**config.mk**
```make
export PLATFORM = sky130hd
export DESIGN_NAME = dmem_arbiter
export DESIGN_NICKNAME = d
export VERILOG_FILES = /design/src/rtl/dmem_pkg.sv /design/src/rtl/rr_arb2.sv /design/src/rtl/dmem_arbiter.sv
export SDC_FILE = /design/constraint.sdc
export NUM_CORES = 1
export LEC_CHECK = 0
export ABC_AREA = 1
export BUFFER_PORTS_ARGS = -buffer_cell sky130_fd_sc_hd__buf_2
export CAP_MARGIN = 5
export CORE_ASPECT_RATIO = 0.9
export CORE_MARGIN = 2
export CORE_UTILIZATION = 51
export CTS_CLUSTER_DIAMETER = 50
export CTS_CLUSTER_SIZE = 8
export DETAILED_ROUTE_END_ITERATION = 10
export PLACE_DENSITY = 0.89
export SYNTH_ARGS = -nofsm -noshare
export SYNTH_HDL_FRONTEND = slang
export SYNTH_SLANG_ARGS = --single-unit
export TNS_END_PERCENT = 30
```
**constraint.sdc**
```tcl
create_clock -name Clk -period 3.28 [get_ports Clk]
set_input_delay 0.328 -clock Clk [delete_from_list [all_inputs] [get_ports Clk]]
set_output_delay 0.328 -clock Clk [all_outputs]
set_load 0.005 [all_outputs]
```
**src/rtl/dmem_pkg.sv**
```systemverilog
// Shared types and sizes for the data-memory arbiter.
package dmem_pkg;

  typedef enum logic [1:0] {
    IDLE,
    ACCESS,
    RESP
  } state_e;

  localparam int unsigned DMEM_DEPTH = 64;
  localparam int unsigned WORD_W     = 32;

endpackage

```
**src/rtl/rr_arb2.sv**
```systemverilog
// Two-input round-robin picker; last_gnt remembers the most recently granted port.
module rr_arb2 (
  input  logic       Clk,
  input  logic       Rst_n,
  input  logic [1:0] req,
  input  logic       advance,
  output logic [1:0] gnt_onehot
);

  logic last_gnt_q, last_gnt_d;

  always_comb begin
    gnt_onehot = 2'b00;
    unique case (req)
      2'b01:   gnt_onehot = 2'b01;
      2'b10:   gnt_onehot = 2'b10;
      // Contention: favour the port that was not served last.
      2'b11:   gnt_onehot = last_gnt_q ? 2'b01 : 2'b10;
      default: gnt_onehot = 2'b00;
    endcase
  end

  always_comb begin
    last_gnt_d = last_gnt_q;
    if (advance && (gnt_onehot != 2'b00)) begin
      last_gnt_d = gnt_onehot[1];
    end
  end

  // Reset to 1 so port 0 wins the first contention.
  always_ff @(posedge Clk or negedge Rst_n) begin
    if (!Rst_n) begin
      last_gnt_q <= 1'b1;
    end else begin
      last_gnt_q <= last_gnt_d;
    end
  end

endmodule

```
**src/rtl/dmem_arbiter.sv**
```systemverilog
// Two-port round-robin sequencer in front of the single-ported data memory.
// Every output is registered; one access takes an ACCESS cycle and a RESP cycle.
module dmem_arbiter
  import dmem_pkg::*;
#(
  parameter int unsigned DEPTH = DMEM_DEPTH,
  parameter int unsigned DW    = WORD_W,
  parameter int unsigned AW    = 32
) (
  input  logic          Clk,
  input  logic          Rst_n,
  input  logic          req0,
  input  logic          we0,
  input  logic [AW-1:0] addr0,
  input  logic [DW-1:0] wdata0,
  output logic          gnt0,
  output logic          ack0,
  output logic          err0,
  output logic [DW-1:0] rdata0,
  input  logic          req1,
  input  logic          we1,
  input  logic [AW-1:0] addr1,
  input  logic [DW-1:0] wdata1,
  output logic          gnt1,
  output logic          ack1,
  output logic          err1,
  output logic [DW-1:0] rdata1,
  output logic [AW-1:0] mem_address,
  output logic [DW-1:0] mem_data_in,
  output logic          mem_MemRead,
  output logic          mem_MemWrite,
  input  logic [DW-1:0] mem_data_out
);

  localparam logic [AW-1:0] DepthA = AW'(DEPTH);

  state_e        state_q, state_d;
  logic          port_q, port_d;
  logic          we_q, we_d;
  logic          oor_q, oor_d;
  logic [1:0]    gnt_q, gnt_d;
  logic [1:0]    ack_q, ack_d;
  logic [1:0]    err_q, err_d;
  logic [DW-1:0] rdata0_q, rdata0_d;
  logic [DW-1:0] rdata1_q, rdata1_d;
  logic [AW-1:0] maddr_q, maddr_d;
  logic [DW-1:0] mdin_q, mdin_d;
  logic          mrd_q, mrd_d;
  logic          mwr_q, mwr_d;

  logic [1:0]    pick;
  logic          advance;
  logic          sel_we;
  logic [AW-1:0] sel_addr;
  logic [DW-1:0] sel_wdata;
  logic          sel_oor;

  rr_arb2 u_rr_arb2 (
    .Clk        (Clk),
    .Rst_n      (Rst_n),
    .req        ({req1, req0}),
    .advance    (advance),
    .gnt_onehot (pick)
  );

  assign sel_we    = pick[1] ? we1    : we0;
  assign sel_addr  = pick[1] ? addr1  : addr0;
  assign sel_wdata = pick[1] ? wdata1 : wdata0;
  assign sel_oor   = (sel_addr >= DepthA);

  always_comb begin
    state_d  = state_q;
    port_d   = port_q;
    we_d     = we_q;
    oor_d    = oor_q;
    maddr_d  = maddr_q;
    mdin_d   = mdin_q;
    gnt_d    = 2'b00;
    ack_d    = 2'b00;
    err_d    = 2'b00;
    rdata0_d = rdata0_q;
    rdata1_d = rdata1_q;
    mrd_d    = 1'b0;
    mwr_d    = 1'b0;
    advance  = 1'b0;

    unique case (state_q)
      IDLE, RESP: begin
        if (pick != 2'b00) begin
          advance = 1'b1;
          state_d = ACCESS;
          port_d  = pick[1];
          we_d    = sel_we;
          oor_d   = sel_oor;
          // Address/data only move on a grant so the memory never sees stray changes.
          maddr_d = sel_addr;
          mdin_d  = sel_wdata;
          gnt_d   = pick;
          mwr_d   = sel_we & ~sel_oor;
          mrd_d   = ~sel_we & ~sel_oor;
        end else begin
          state_d = IDLE;
        end
      end
      ACCESS: begin
        state_d        = RESP;
        ack_d[port_q]  = 1'b1;
        err_d[port_q]  = oor_q;
        if (!we_q) begin
          if (port_q) begin
            rdata1_d = oor_q ? '0 : mem_data_out;
          end else begin
            rdata0_d = oor_q ? '0 : mem_data_out;
          end
        end
      end
      default: state_d = IDLE;
    endcase
  end

  always_ff @(posedge Clk or negedge Rst_n) begin
    if (!Rst_n) begin
      state_q  <= IDLE;
      port_q   <= 1'b0;
      we_q     <= 1'b0;
      oor_q    <= 1'b0;
      gnt_q    <= 2'b00;
      ack_q    <= 2'b00;
      err_q    <= 2'b00;
      rdata0_q <= '0;
      rdata1_q <= '0;
      maddr_q  <= '0;
      mdin_q   <= '0;
      mrd_q    <= 1'b0;
      mwr_q    <= 1'b0;
    end else begin
      state_q  <= state_d;
      port_q   <= port_d;
      we_q     <= we_d;
      oor_q    <= oor_d;
      gnt_q    <= gnt_d;
      ack_q    <= ack_d;
      err_q    <= err_d;
      rdata0_q <= rdata0_d;
      rdata1_q <= rdata1_d;
      maddr_q  <= maddr_d;
      mdin_q   <= mdin_d;
      mrd_q    <= mrd_d;
      mwr_q    <= mwr_d;
    end
  end

  assign gnt0         = gnt_q[0];
  assign gnt1         = gnt_q[1];
  assign ack0         = ack_q[0];
  assign ack1         = ack_q[1];
  assign err0         = err_q[0];
  assign err1         = err_q[1];
  assign rdata0       = rdata0_q;
  assign rdata1       = rdata1_q;
  assign mem_address  = maddr_q;
  assign mem_data_in  = mdin_q;
  assign mem_MemRead  = mrd_q;
  assign mem_MemWrite = mwr_q;

endmodule

```
==> results_dict.tcl <==
set metrics [dict create \
    status "finished, final reports clean" \
    post_synth_simple_gate_area_pct 20.72 \
    grt_pass1_wl_um 29370 \
    wirelength_um 18630 \
    grt_pass1_vias 6020 \
    core_area_um2 12640 \
    post_drt_wl_per_cell_um 15.67 \
    worstSetupPathDepth 10 \
    placement_rows 39 \
    power-per-cell-area_nw_per_um2 559.0 \
    yosysWarnings 0 \
    vias 6107 \
    slew_headroom_pct 47.51 \
    post_route_clock_skew_ns 0.01111 \
    clock_tree.root_cell "sky130_fd_sc_hd__clkbuf_16" \
    worst_hold_path.endpoint "mem_data_in[11]$_DFFE_PN0P_" \
    netlist_cell_types 22 \
    crit_path_top_delay_cell "sky130_fd_sc_hd__dfstp_2" \
    ir_drop_mv 0.4510 \
    critical_path.endpoint_type "flop" \
    min_from "wdata1[11]" \
    main_combinational_cell_family_by_area_after_synthesis "simple AND/OR/NAND/NOR gates" \
    final_layout_size_suffix_gt1_share_pct 40.45 \
    r2r_cells 10 \
    rsz0062_at_grt "no" \
    place.port_buffers 301 \
    yosys.area_share.adder_pct 0 \
    start_kind "flop" \
    total_standard_cell_area_after_synthesis_um2 6569 \
    drtAntennaViolNets 0 \
    whs_ns 0.1556 \
    parity_gate_share_of_the_synthesized_area_counting_xor_and_xnor_cells_pct 0 \
    finalWeightedCongestion 0.8579 \
    async_flop_share_pct 100.0 \
    final.setup.tns_ns 0 \
    num-nets-final 1174 \
    grt_overflow 0 \
    synthesis.area_per_instance_um2 9.123 \
    clk_latency_ns 0.42 \
    via_per_inst 5.136 \
    globalRouteTotalUtil_pct 27.56 \
    clk_path_buf_depth 2 \
    cts_post_setup_buffers_inserted 0 \
    die_area_um2 13810 \
    cp_top_family "simple AND/OR/NAND/NOR gates" \
    worst_ep_required_time_ns 3.62 \
    critPathBufInv 1 \
    postSynth.topFlopCell "sky130_fd_sc_hd__dfrtp_1" \
    power.leakage_nw 4.972 \
    critical_path.reg2reg.endpoint "mem_MemWrite$_DFF_PN0_" \
    place_hpwl_um 13340 \
    shortest_period_the_worst_path_allows_ns 2.106 \
    cts.sink_count 142 \
    route.detailed.drc 0 \
    syn2layout_area_growth_pct 34.15 \
    tritoncts_clock_tree "built" \
    timing.final.hold_violations 0 \
    cap_viol_max_count 0 \
    io-pin-count 302 \
    die_height_um 111.7 \
    detail_route.first_pass.iterations 5 \
    path_common_cell "sky130_fd_sc_hd__nand2_1" \
    dieWidth_um 123.6 \
    synthesis.nets 886 \
    timing_worst_setup_path_type "flop to flop" \
    initial_utilization_pct 51.98 \
    r2r_start "u_rr_arb2.last_gnt_q$_DFFE_PN1P_" \
    grt_antenna_before_repair 4 \
    hold_path_class "input pin to flop" \
    ff_latch_count_synth 142 \
    critPathMaxStageDelay_ns 0.55 \
    peak_freq_mhz 474.8 \
    worst_setup_path_startpoint "u_rr_arb2.last_gnt_q$_DFFE_PN1P_" \
    final_max_slew_viol_count 0 \
    critical_path_arrival_ns 2.44 \
    crit_path_max_fanout 42 \
    share_of_cell_area_taken_by_muxes_after_synthesis_pct 10.97 \
    setup-violations-final 0 \
    grt_start_max_net_pins 77 \
    final.period_utilization_pct 64.22 \
    crit_chain "inv_1 -> nand2_2 -> nand3b_1 -> nand2_1 -> nand2_1 -> nor2_1 -> nand2_1 -> nor2_1 -> nand2_1 -> nor2_1" \
    synth_area_in_compound_gates_pct 6.610 \
    whs_path_depth 3 \
    ff2ff_setup_slack_ns 1.17 \
    synthCells 720 \
    clock_tree.htree_level_count 4 \
    drt_iter0_drc 430 \
    worst-slew-pin-transition_ns 0.7845 \
    synth-edff-count 0 \
    clock_input_transition_at_the_sequential_cells_of_the_worst_setup_and_hold_paths_ns 0.06 \
    yosysSeqAreaShare_pct 54.11 \
    tritoncts.num_buffers 17 \
]
==> area by class of cell <==
cell class / instances / area (µm²)
Multi-Input combinational cell: 463 / 2545
Clock inverter: 13 / 153.9
Fill cell: 965 / 3826
Sequential cell: 142 / 3555
Antenna cell: 4 / 10.01
Inverter: 70 / 262.8
Timing Repair Buffer: 314 / 1638
Clock buffer: 19 / 442.9
Tap cell: 164 / 205.2
==> worst register-to-register path: stages (launching register included) <==
cell and delay (ns):
sky130_fd_sc_hd__dfstp_2 0.55, sky130_fd_sc_hd__inv_1 0.06, sky130_fd_sc_hd__nand2_2 0.55, sky130_fd_sc_hd__nand3b_1 0.18, sky130_fd_sc_hd__nand2_1 0.12, sky130_fd_sc_hd__nand2_1 0.06, sky130_fd_sc_hd__nor2_1 0.17, sky130_fd_sc_hd__nand2_1 0.07
sky130_fd_sc_hd__nor2_1 0.09, sky130_fd_sc_hd__nand2_1 0.08, sky130_fd_sc_hd__nor2_1 0.10
==> synth_stat cells (3+ instances only) <==
| cell type | n | area share (%) |
|---|---|---|
| sky130_fd_sc_hd__nand2_1 | 152 | 8.7 |
| sky130_fd_sc_hd__dfrtp_1 | 141 | 54 |
| sky130_fd_sc_hd__nor2_1 | 97 | 5.5 |
| sky130_fd_sc_hd__inv_1 | 68 | 3.9 |
| sky130_fd_sc_hd__mux2_2 | 60 | 10 |
| sky130_fd_sc_hd__nand3_1 | 54 | 4.1 |
| sky130_fd_sc_hd__a31oi_1 | 38 | 3.6 |
| sky130_fd_sc_hd__o21ai_0 | 33 | 2.5 |
| sky130_fd_sc_hd__clkbuf_1 | 17 | 0.97 |
| sky130_fd_sc_hd__nand3b_1 | 16 | 1.8 |
| sky130_fd_sc_hd__buf_2 | 11 | 0.84 |
| sky130_fd_sc_hd__buf_4 | 10 | 1.1 |
| sky130_fd_sc_hd__buf_1 | 5 | 0.29 |
| sky130_fd_sc_hd__mux2_1 | 4 | 0.69 |
| sky130_fd_sc_hd__o21ai_1 | 3 | 0.23 |
==> metrics by stage <==
step | utilization (%) | total power [W] | area [µm²] | setup WS [ns] | instances
floorplan | - | 0.002562 | 6569 | 1.751 | 720
global placement | 64.85 | 0.002988 | 8195 | 1.187 | 1152
detailed placement | 64.85 | 0.003017 | 8195 | 1.178 | 1152
CTS | 69.65 | 0.004959 | 8802 | 1.208 | 1185
global route | 69.73 | 0.005171 | 8812 | 0.9459 | 1189
finish | 69.73 | 0.004926 | 8812 | 1.174 | 1189
==> state kept, by name (all words and copies together) (netlist names) <==
register / cells
port_q: 1
gnt_q: 2
ack_q: 2
we_q: 1
mem_address: 32
mem_data_in: 32
rdata0: 32
mem_MemWrite: 1
state_q: 2
err_q: 2
u_rr_arb2.last_gnt_q: 1
rdata1: 32
oor_q: 1
mem_MemRead: 1
==> per-layer routing <==
metal	track usage (%)	routed length, µm	vias to the layer above
met5	0	0	-
met4	11.89	415	0
met3	7.787	1431	34
met2	44.91	9138	269
met1	34.16	7644	2883
li1	-	-	2921
==> report_power, final <==
| group | total [W] | internal (W) | switching [W] | leakage [nW] |
|---|---|---|---|---|
| logic | 0.000921 | 0.000398 | 0.000523 | 2.87 |
| registers | 0.00207 | 0.00195 | 0.000117 | 1.81 |
| clock network | 0.00194 | 0.00116 | 0.000778 | 0.291 |
==> what timing repair did <==
item,4_1_cts,5_1_grt
resized for setup,0,0
endpoints found under the hold margin,73,0
hold buffers,1,0
==> logic make-up (layout without fill, tap and decap cells) <==
logic type	count (synthesis)	after routing
and+or+nand+nor	324	324
muxes	64	64
AOI/OAI and AO/OA	75	75
buffers and inverters	115	416
other	0	4
DFF	142	142
==> worst max-delay path by stage <==
| stage | end | slack, ns |
|---|---|---|
| after floorplan | mem_data_in[27]$_DFFE_PN0P_ | 1.75 |
| after CTS | mem_MemWrite$_DFF_PN0_ | 1.21 |
| after global routing | mem_MemWrite$_DFF_PN0_ | 0.95 |
| after global placement | we_q$_DFFE_PN0P_ | 1.19 |
| after detailed placement | we_q$_DFFE_PN0P_ | 1.18 |
| final | mem_MemWrite$_DFF_PN0_ | 1.17 |
==> cell usage in the layout, fill, tap and decap left out, types with 2 or more instances in the layout <==
master,instances
sky130_fd_sc_hd__mux2_1,4
sky130_fd_sc_hd__nor2_1,97
sky130_fd_sc_hd__o21ai_1,2
sky130_fd_sc_hd__nand2_2,2
sky130_fd_sc_hd__dfrtp_1,141
sky130_fd_sc_hd__inv_6,4
sky130_fd_sc_hd__bufinv_16,2
sky130_fd_sc_hd__o21ai_0,33
sky130_fd_sc_hd__inv_2,2
sky130_fd_sc_hd__mux2_2,60
sky130_fd_sc_hd__inv_1,68
sky130_fd_sc_hd__nor3_4,2
sky130_fd_sc_hd__clkbuf_16,17
sky130_fd_sc_hd__buf_12,2
sky130_fd_sc_hd__buf_4,10
sky130_fd_sc_hd__nand3_1,54
sky130_fd_sc_hd__diode_2,4
sky130_fd_sc_hd__nand2_1,150
sky130_fd_sc_hd__buf_2,300
sky130_fd_sc_hd__nor3_1,2
sky130_fd_sc_hd__nand3b_1,16
sky130_fd_sc_hd__clkinv_4,4
sky130_fd_sc_hd__a31oi_1,38
(Power assumes the default switching activity.)
